$ cat config.mk
export PLATFORM = sky130hd
export DESIGN_NAME = ftdi_tx_arbiter
export DESIGN_NICKNAME = d
export VERILOG_FILES = /design/src/rtl/ftdi_tx_arbiter_pkg.sv /design/src/rtl/ftdi_tx_arbiter_skid.sv /design/src/rtl/ftdi_tx_arbiter.sv
export SDC_FILE = /design/constraint.sdc
export NUM_CORES = 1
export LEC_CHECK = 0
export ABC_AREA = 1
export CORE_ASPECT_RATIO = 0.9
export CORE_MARGIN = 2
export CORE_UTILIZATION = 40
export DETAILED_ROUTE_END_ITERATION = 16
export GPL_ROUTABILITY_DRIVEN = 0
export HOLD_SLACK_MARGIN = 0.15
export PLACE_DENSITY = 0.73
export SLEW_MARGIN = 30
export SYNTH_ARGS = -nofsm -noshare
export SYNTH_HDL_FRONTEND = slang
export SYNTH_SLANG_ARGS = --single-unit
$ cat constraint.sdc
create_clock -name clk -period 4.1 [get_ports clk]
set_input_delay 0.615 -clock clk [delete_from_list [all_inputs] [get_ports clk]]
set_output_delay 0.615 -clock clk [all_outputs]
set_load 0.01 [all_outputs]
$ cat src/rtl/ftdi_tx_arbiter_pkg.sv
// ---------------------------------------------------------------------------
// ftdi_tx_arbiter_pkg
//   Shared types and width helpers for the FTDI TX arbitration path.
//   - arb_state_e   : packet arbiter state (IDLE = searching, BUSY = locked)
//   - axis_data_w() : AXI-stream data width in bits for a width exponent EW
//   - axis_keep_w() : matching tkeep width (one bit per byte)
// ---------------------------------------------------------------------------
package ftdi_tx_arbiter_pkg;

  typedef enum logic {
    ARB_IDLE = 1'b0,
    ARB_BUSY = 1'b1
  } arb_state_e;

  // W = 8 << EW bits
  function automatic int axis_data_w(input int ew);
    return 8 << ew;
  endfunction

  // K = 1 << EW keep bits
  function automatic int axis_keep_w(input int ew);
    return 1 << ew;
  endfunction

endpackage

$ cat src/rtl/ftdi_tx_arbiter_skid.sv
// ---------------------------------------------------------------------------
// axis_skid_buffer
//   Two-entry AXI-stream register slice. Entry 0 drives the output port
//   directly; entry 1 catches the one beat that can arrive in the cycle the
//   downstream stalls. Because i_tready depends only on entry 1 being empty,
//   the ready path is fully registered on both sides, and with o_tready held
//   high the slice sustains one beat per cycle.
//
// Ports
//   clk, rst_async            : clock, asynchronous active-high reset
//   i_tvalid/i_tready         : upstream handshake
//   i_tdata/i_tkeep/i_tlast   : upstream beat (W data bits, K keep bits)
//   o_tvalid/o_tready         : downstream handshake
//   o_tdata/o_tkeep/o_tlast   : downstream beat, stable while stalled
// ---------------------------------------------------------------------------
module axis_skid_buffer
  import ftdi_tx_arbiter_pkg::*;
#(
  parameter  int EW = 2,
  localparam int W  = axis_data_w(EW),
  localparam int K  = axis_keep_w(EW)
) (
  input  logic         clk,
  input  logic         rst_async,
  input  logic         i_tvalid,
  output logic         i_tready,
  input  logic [W-1:0] i_tdata,
  input  logic [K-1:0] i_tkeep,
  input  logic         i_tlast,
  input  logic         o_tready,
  output logic         o_tvalid,
  output logic [W-1:0] o_tdata,
  output logic [K-1:0] o_tkeep,
  output logic         o_tlast
);

  // entry 0: output register
  logic         out_vld_q,  out_vld_d;
  logic [W-1:0] out_data_q, out_data_d;
  logic [K-1:0] out_keep_q, out_keep_d;
  logic         out_last_q, out_last_d;

  // entry 1: skid register
  logic         sk_full_q,  sk_full_d;
  logic [W-1:0] sk_data_q,  sk_data_d;
  logic [K-1:0] sk_keep_q,  sk_keep_d;
  logic         sk_last_q,  sk_last_d;

  logic in_fire;
  logic out_free;

  assign i_tready = !sk_full_q;
  assign in_fire  = i_tvalid && !sk_full_q;
  // entry 0 can take a new beat when empty or being drained this cycle
  assign out_free = !out_vld_q || o_tready;

  always_comb begin
    out_vld_d  = out_vld_q;
    out_data_d = out_data_q;
    out_keep_d = out_keep_q;
    out_last_d = out_last_q;
    sk_full_d  = sk_full_q;
    sk_data_d  = sk_data_q;
    sk_keep_d  = sk_keep_q;
    sk_last_d  = sk_last_q;

    if (out_free) begin
      if (sk_full_q) begin
        // Skid beat is older than anything upstream; it moves forward first.
        // i_tready is low in this cycle, so no new beat can arrive.
        out_vld_d  = 1'b1;
        out_data_d = sk_data_q;
        out_keep_d = sk_keep_q;
        out_last_d = sk_last_q;
        sk_full_d  = 1'b0;
      end else begin
        out_vld_d = in_fire;
        if (in_fire) begin
          out_data_d = i_tdata;
          out_keep_d = i_tkeep;
          out_last_d = i_tlast;
        end
      end
    end else if (in_fire) begin
      // Output is stalled: park the incoming beat in the skid entry.
      sk_full_d = 1'b1;
      sk_data_d = i_tdata;
      sk_keep_d = i_tkeep;
      sk_last_d = i_tlast;
    end
  end

  always_ff @(posedge clk or posedge rst_async) begin
    if (rst_async) begin
      out_vld_q  <= 1'b0;
      out_data_q <= '0;
      out_keep_q <= '0;
      out_last_q <= 1'b0;
      sk_full_q  <= 1'b0;
      sk_data_q  <= '0;
      sk_keep_q  <= '0;
      sk_last_q  <= 1'b0;
    end else begin
      out_vld_q  <= out_vld_d;
      out_data_q <= out_data_d;
      out_keep_q <= out_keep_d;
      out_last_q <= out_last_d;
      sk_full_q  <= sk_full_d;
      sk_data_q  <= sk_data_d;
      sk_keep_q  <= sk_keep_d;
      sk_last_q  <= sk_last_d;
    end
  end

  assign o_tvalid = out_vld_q;
  assign o_tdata  = out_data_q;
  assign o_tkeep  = out_keep_q;
  assign o_tlast  = out_last_q;

endmodule

$ cat src/rtl/ftdi_tx_arbiter.sv
// ---------------------------------------------------------------------------
// ftdi_tx_arbiter
//   Packet-level round-robin arbiter that shares the single TX AXI-stream
//   port of ftdi_245fifo_top between N requesters. One requester is locked
//   per packet; the lock is released on the edge that accepts its tlast
//   beat, after which one IDLE cycle re-arbitrates starting just past the
//   requester that was last served. The output goes through a 2-entry skid
//   buffer so back-to-back beats inside a packet keep full throughput.
//
// Ports
//   clk, rst_async            : user clock, asynchronous active-high reset
//   i_tvalid[N]/i_tready[N]   : per-requester handshake (only granted ready)
//   i_tdata[N*W], i_tkeep[N*K], i_tlast[N] : requester r at [r*W +: W] etc.
//   o_tready/o_tvalid         : to/from ftdi_245fifo_top tx_* handshake
//   o_tdata/o_tkeep/o_tlast   : merged output stream
//   grant_valid               : a requester is locked
//   grant_idx[CW]             : index of the locked requester
// ---------------------------------------------------------------------------
module ftdi_tx_arbiter
  import ftdi_tx_arbiter_pkg::*;
#(
  parameter  int N  = 4,
  parameter  int EW = 2,
  localparam int W  = axis_data_w(EW),
  localparam int K  = axis_keep_w(EW),
  localparam int CW = $clog2(N)
) (
  input  logic           clk,
  input  logic           rst_async,
  input  logic [N-1:0]   i_tvalid,
  output logic [N-1:0]   i_tready,
  input  logic [N*W-1:0] i_tdata,
  input  logic [N*K-1:0] i_tkeep,
  input  logic [N-1:0]   i_tlast,
  input  logic           o_tready,
  output logic           o_tvalid,
  output logic [W-1:0]   o_tdata,
  output logic [K-1:0]   o_tkeep,
  output logic           o_tlast,
  output logic           grant_valid,
  output logic [CW-1:0]  grant_idx
);

  arb_state_e    state_q, state_d;
  logic [CW-1:0] gnt_q,   gnt_d;
  logic [CW-1:0] last_q,  last_d;

  logic          req_found;
  logic [CW-1:0] req_pick;

  logic          g_valid;
  logic [W-1:0]  g_data;
  logic [K-1:0]  g_keep;
  logic          g_last;

  logic          busy;
  logic          sk_in_ready;
  logic          accept;

  // Requester visited at offset 'off' of the rotating scan that starts
  // one past 'base' and wraps modulo N.
  function automatic logic [CW-1:0] rr_slot(input logic [CW-1:0] base, input int off);
    int s;
    s = (int'(base) + 1 + off) % N;
    return CW'(s);
  endfunction

  // Rotating-priority search: first valid requester after last_q.
  always_comb begin
    req_found = 1'b0;
    req_pick  = '0;
    for (int i = 0; i < N; i++) begin
      if (!req_found && i_tvalid[rr_slot(last_q, i)]) begin
        req_found = 1'b1;
        req_pick  = rr_slot(last_q, i);
      end
    end
  end

  // Grant mux: select the locked requester's beat.
  always_comb begin
    g_valid = 1'b0;
    g_data  = '0;
    g_keep  = '0;
    g_last  = 1'b0;
    for (int r = 0; r < N; r++) begin
      if (gnt_q == CW'(r)) begin
        g_valid = i_tvalid[r];
        g_data  = i_tdata[r*W +: W];
        g_keep  = i_tkeep[r*K +: K];
        g_last  = i_tlast[r];
      end
    end
  end

  assign busy   = (state_q == ARB_BUSY);
  assign accept = busy && g_valid && sk_in_ready;

  // Ready goes back only to the locked requester; nothing is ready in IDLE.
  always_comb begin
    i_tready = '0;
    for (int r = 0; r < N; r++) begin
      i_tready[r] = busy && (gnt_q == CW'(r)) && sk_in_ready;
    end
  end

  always_comb begin
    state_d = state_q;
    gnt_d   = gnt_q;
    last_d  = last_q;
    case (state_q)
      ARB_IDLE: begin
        if (req_found) begin
          state_d = ARB_BUSY;
          gnt_d   = req_pick;
        end
      end
      ARB_BUSY: begin
        // A requester that drops valid mid-packet keeps the lock: the
        // release happens only on an accepted tlast beat.
        if (accept && g_last) begin
          state_d = ARB_IDLE;
          last_d  = gnt_q;
        end
      end
      default: state_d = ARB_IDLE;
    endcase
  end

  always_ff @(posedge clk or posedge rst_async) begin
    if (rst_async) begin
      state_q <= ARB_IDLE;
      gnt_q   <= '0;
      // last = N-1 so requester 0 wins the first search after reset
      last_q  <= CW'(N - 1);
    end else begin
      state_q <= state_d;
      gnt_q   <= gnt_d;
      last_q  <= last_d;
    end
  end

  assign grant_valid = busy;
  assign grant_idx   = gnt_q;

  // Output register slice; beats of a following packet queue behind any
  // beats of the previous one still held here, so packets never interleave.
  axis_skid_buffer #(
    .EW (EW)
  ) u_skid (
    .clk       (clk),
    .rst_async (rst_async),
    .i_tvalid  (busy && g_valid),
    .i_tready  (sk_in_ready),
    .i_tdata   (g_data),
    .i_tkeep   (g_keep),
    .i_tlast   (g_last),
    .o_tready  (o_tready),
    .o_tvalid  (o_tvalid),
    .o_tdata   (o_tdata),
    .o_tkeep   (o_tkeep),
    .o_tlast   (o_tlast)
  );

endmodule

; ---- Word level (Yosys, flattened, before mapping)
; Index checks and enable logic that the tools add are counted.
[word_totals]
ff_bits = 81
input_bits = 155
out_inout_bits = 45
elab_cells = 95
[op_classes]
n_addsub = 4
order_cmp = 4
eq_ne = 3
mux = 44
bitwise = 2
reduce_logical = 27
[op_table]
columns = op, count
row1 = 32-bit 2-to-1 mux, 6
row2 = 4-bit 2-to-1 mux, 6
row3 = 1-bit 2-to-1 mux, 23
row4 = 1-bit logical AND, 14
row5 = 2-bit by 3-bit less-than comparator with 1-bit output (second input constant), 4
row6 = 1-bit binary-select mux with 2-bit select, 4
row7 = 2-bit 2-to-1 mux, 4
row8 = 2-bit AND reduction, 4
row9 = 2-bit adder (second input constant), 3
row10 = 1-bit zero test, 5
row11 = 2-bit equality test (second input constant), 2
row12 = 2-bit nonzero test, 2
row13 = 2-bit by 1-bit adder with 2-bit output (second input constant), 1
row14 = 2-bit by 1-bit equality test with 1-bit output (second input constant), 1
row15 = 2-bit zero test, 1
row16 = 1-bit NOT, 2
row17 = 1-bit case mux with 2 select lines, 1
row18 = 1-bit logical OR, 1

; ---- Longest topological paths before layout
[logic_depth]
ltp_word = 15
depth_mapped = 13
mapped_depth_nobuf = 11

; ---- Modules after synthesis
; From an unflattened synthesis, not the netlist that was laid out.
[hier_totals]
hier_cells = 749
area_unflattened_um2 = 4875.9
[modules_own_cells]
columns = mod, instances, cells_per_inst, area_each_um2, seq_area_each_um2
row1 = axis_skid_buffer, 1, 449, 3430.8, 1901.8
row2 = ftdi_tx_arbiter, 1, 300, 1445.1, 127.6

; ---- Least setup slack after synthesis
; Ideal clock, no wire load.
[synth_timing]
kind = reg2out
from = reg gnt_q[1], in the netlist grant_idx[1]
to = out i_tready[0]
arrival_ns = 1.035
required_time_ns = 3.485
setup_slack_ns = 2.450
stages_incl_launch_ff = 4
n_path_buf = 2
cell_sequence = dfrtp_1 -> buf_6 -> clkbuf_1 -> nor3_1
[synth_via]
elab_chain_cells = 3
[synth_lines]
columns = item, line
row1 = "start, declared", ftdi_tx_arbiter.sv:45  ; logic [CW-1:0] gnt_q, gnt_d;
row2 = "start signal, assigned", ftdi_tx_arbiter.sv:138  ; gnt_q <= gnt_d;
row3 = 2-bit zero test, ftdi_tx_arbiter.sv:103  ; i_tready[r] = busy && (gnt_q == CW'(r)) && sk_in_ready;
row4 = 1-bit logical AND (2 in a row), ftdi_tx_arbiter.sv:103
row5 = "end, declared", ftdi_tx_arbiter.sv:31  ; output logic [N-1:0] i_tready,
; No other way between the ends.

; ---- Worst setup path in the final report
[layout_timing]
from = reg gnt_q[0], in the netlist grant_idx[0]
to = out i_tready[3]
[layout_via]
elab_chain_cells = 3
[layout_lines]
columns = item, line
row1 = 2-bit equality test, ftdi_tx_arbiter.sv:103
row2 = 1-bit logical AND (2 in a row), ftdi_tx_arbiter.sv:103
; No other way between the ends.

==> run metrics <==
Pleak=around 3.1 nW; fin worst setup slack=approximately 1.6 ns; pre-CTS setup slack=between 1 and 1.5 ns; Seq pwr share=0.293; Max Slew Vio Count=0; H-tree depth=3; CTS root buf=clkbuf_16; layout cell share with drive strength beyond 1=0.0485; Chip Width=about 120 um; final period utilization=0.621; number of global-route vias before repair=about 4900; Fin Setup TNS=0 ns; Crit path required time=about 3.5 ns; DR WL/cell=14.8 um; CP startpoint kind=flip-flop; post-synth top area cell=dfrtp_1; grt ovf=0; outcome=complete, no violations; met1 wire length=around 6.3 mm; RSZ-0062 raised after global routing=false; Vias/cell=around 5.1; ant diodes=0; Fmax=roughly 400 MHz; DRC Markers=0; Arrival @ worst endpoint=a little under 2 ns; Syn Area/Cell=around 7.0 sq um; internal power=around 2.8 mW; CP Class=flip-flop to output pin; CTS resizes=0; largest net degree at the start of global routing=74; Max rail drop VDD=between 300 and 400 uV; clk_skew=0.00652 ns; MaxCap Viol Count=0; DP HPWL=10.5 mm; Fin. Hold Viols=0; Worst-path clk slew=approximately 0.060 ns; Initial DRC Count=between 200 and 250; post-synthesis cell count=roughly 670; top-area cell type share of the netlist area=0.419; Worst Hold Class=flip-flop to flip-flop; TritonCTS Buffers=9; Synth area leaders=dfrtp_1 42%, nand2_1 22%, o21ai_0 13%, nand3_1 8.8%, buf_6 3.3%; WL met3=between 1 and 1.5 mm; clock share of power=0.157; Die Y=107 um; Vias=just over 5000; post-CTS setup buffer count=0; Top Ports=200; post-route core utilization=0.607; PD cells=between 700 and 800 nW/um^2; final WL=approximately 15 mm; Worst-Skew Late Latency=between 0.3 and 0.4 ns; Die Area=12700 sq um; Core ar.=around 11000 sq um; Post-Syn Area=about 4700 sq um; Net Sw Frac=0.444; initial antenna violation count=0; drt first pass iters=5; area grow syn2layout=47.8%; Synth Register Bits=81; Sw Pwr=roughly 2.2 mW; fin crit period=between 2 and 3 ns; YS warnings=0; Initial Util=0.411; Crit. End Element=output pin; # rows=37; global-route wire length before repair=23.5 mm; Hold Buf Count CTS=0; uppermost layer routed=met4; post-route ant nets=0; Synth cell types=24; CTS tree=done; final setup fails=0; IO Port Bufs=199; met2 WL post-DR=7.05 mm; clk sink count=~80; CTS Buffer Depth=2; Gate power share=0.550; Worst-Margin Slew=about 0.77 ns; worst-path fanout max=29; Mapped Nets=approximately 830; Final nets=between 900 and 1000; Rel. slew slack=0.484; fill count=1020; Global Route Usage Sum=0.230; Seq/Total Area, Yosys=0.430
power by group through the flow:
stage               Clock, mW  Sequential (mW)  Combinational [mW]
floorplan                   0             1.45                1.89
global placement            0             1.47                2.72
detailed placement          0             1.49                2.80
CTS                     0.804             1.48                2.81
global route            0.838             1.53                3.15
finish                  0.793             1.48                2.78
layout make-up:
class | count | area [sq um] | share of cell area
Multi-Input combinational cell | 526 | 2330 | 0.334
Inverter | 15 | 57.6 | 0.00826
Clock inverter | 3 | 40.0 | 0.00575
Sequential cell | 81 | 2030 | 0.292
Clock buffer | 12 | 256 | 0.0368
Timing Repair Buffer | 208 | 2060 | 0.296
Tap cell | 156 | 195 | 0.0280
cell families after synthesis:
kind of cell / count (synthesis) / share of synthesized area
AO/OA/AOI/OAI: 154 / 0.165
buffers and inverters: 65 / 0.0791
flip-flops: 81 / 0.430
AND/OR/NAND/NOR: 372 / 0.326
layout by cell type, fill, tap and decap left out, types with 3 or more instances in the layout:
master	n
nand2_1	271
clkdlybuf4s50_1	199
o21ai_0	124
nand3_1	83
dfrtp_1	76
o21ai_1	25
inv_1	12
clkbuf_16	9
buf_4	9
nor2_1	5
nand2_2	4
a21oi_1	3
clkinv_2	3
dfrtp_2	3
stage by stage:
stage               std cells  hold slack, ns  total power, mW  instance area [sq um]
global route             1001           0.491             5.52                   6970
floorplan                 672           0.449             3.33                   4720
global placement          986           0.454             4.19                   6660
CTS                      1001           0.473             5.09                   6970
detailed placement        986           0.459             4.29                   6670
finish                   1001           0.468             5.06                   6970
critical path, stage by stage (launching register included):
cell and delay [ns]:
dfrtp_2 0.72, nand2_1 0.20, nor2_1 0.13, clkdlybuf4s50_1 0.54
cells in the mapped netlist:
library cell  count
a21oi_1           3
buf_1             1
buf_2             6
buf_4             4
buf_6            14
clkbuf_1         24
clkbuf_2          1
dfrtp_1          79
dfstp_2           2
inv_1            13
inv_2             2
nand2_1         272
nand2_2           4
nand3_1          83
nand3_2           1
nand4_1           2
nor2_1            5
nor2_2            2
nor2_4            1
nor3_1            2
o211ai_1          1
o21ai_0         124
o21ai_1          25
o21ai_2           1
state kept, by name (all words and copies together), names as in the netlist:
register,cells
u_skid.sk_keep_q,4
u_skid.o_tvalid,1
u_skid.o_tlast,1
u_skid.sk_full_q,1
last_q,2
u_skid.o_tkeep,4
u_skid.o_tdata,32
u_skid.sk_data_q,32
u_skid.sk_last_q,1
grant_idx,2
grant_valid,1
worst paths after layout:
path,from,endpoint,slack (ns),cells past startpoint
worst max-delay path,grant_idx[0]$_DFFE_PP0P_,i_tready[3],1.55,3
worst min-delay path,u_skid.o_tdata[19]$_DFFE_PP0P_,u_skid.o_tdata[19]$_DFFE_PP0P_,0.47,2
worst max register to register,grant_idx[0]$_DFFE_PP0P_,u_skid.o_tdata[10]$_DFFE_PP0P_,1.87,7
worst min register to register,u_skid.o_tdata[19]$_DFFE_PP0P_,u_skid.o_tdata[19]$_DFFE_PP0P_,0.47,2
max in group asynchronous,rst_async,last_q[1]$_DFFE_PP1P_,2.39,3
min in group asynchronous,rst_async,u_skid.o_tdata[25]$_DFFE_PP0P_,0.73,2
per-layer routing:
metal	track usage	vias up
met1	0.281	2353
met4	0.0544	0
met3	0.0638	13
met5	0	-
li1	-	2547
met2	0.407	221
Note: power is estimated with default switching activity, not from simulation.
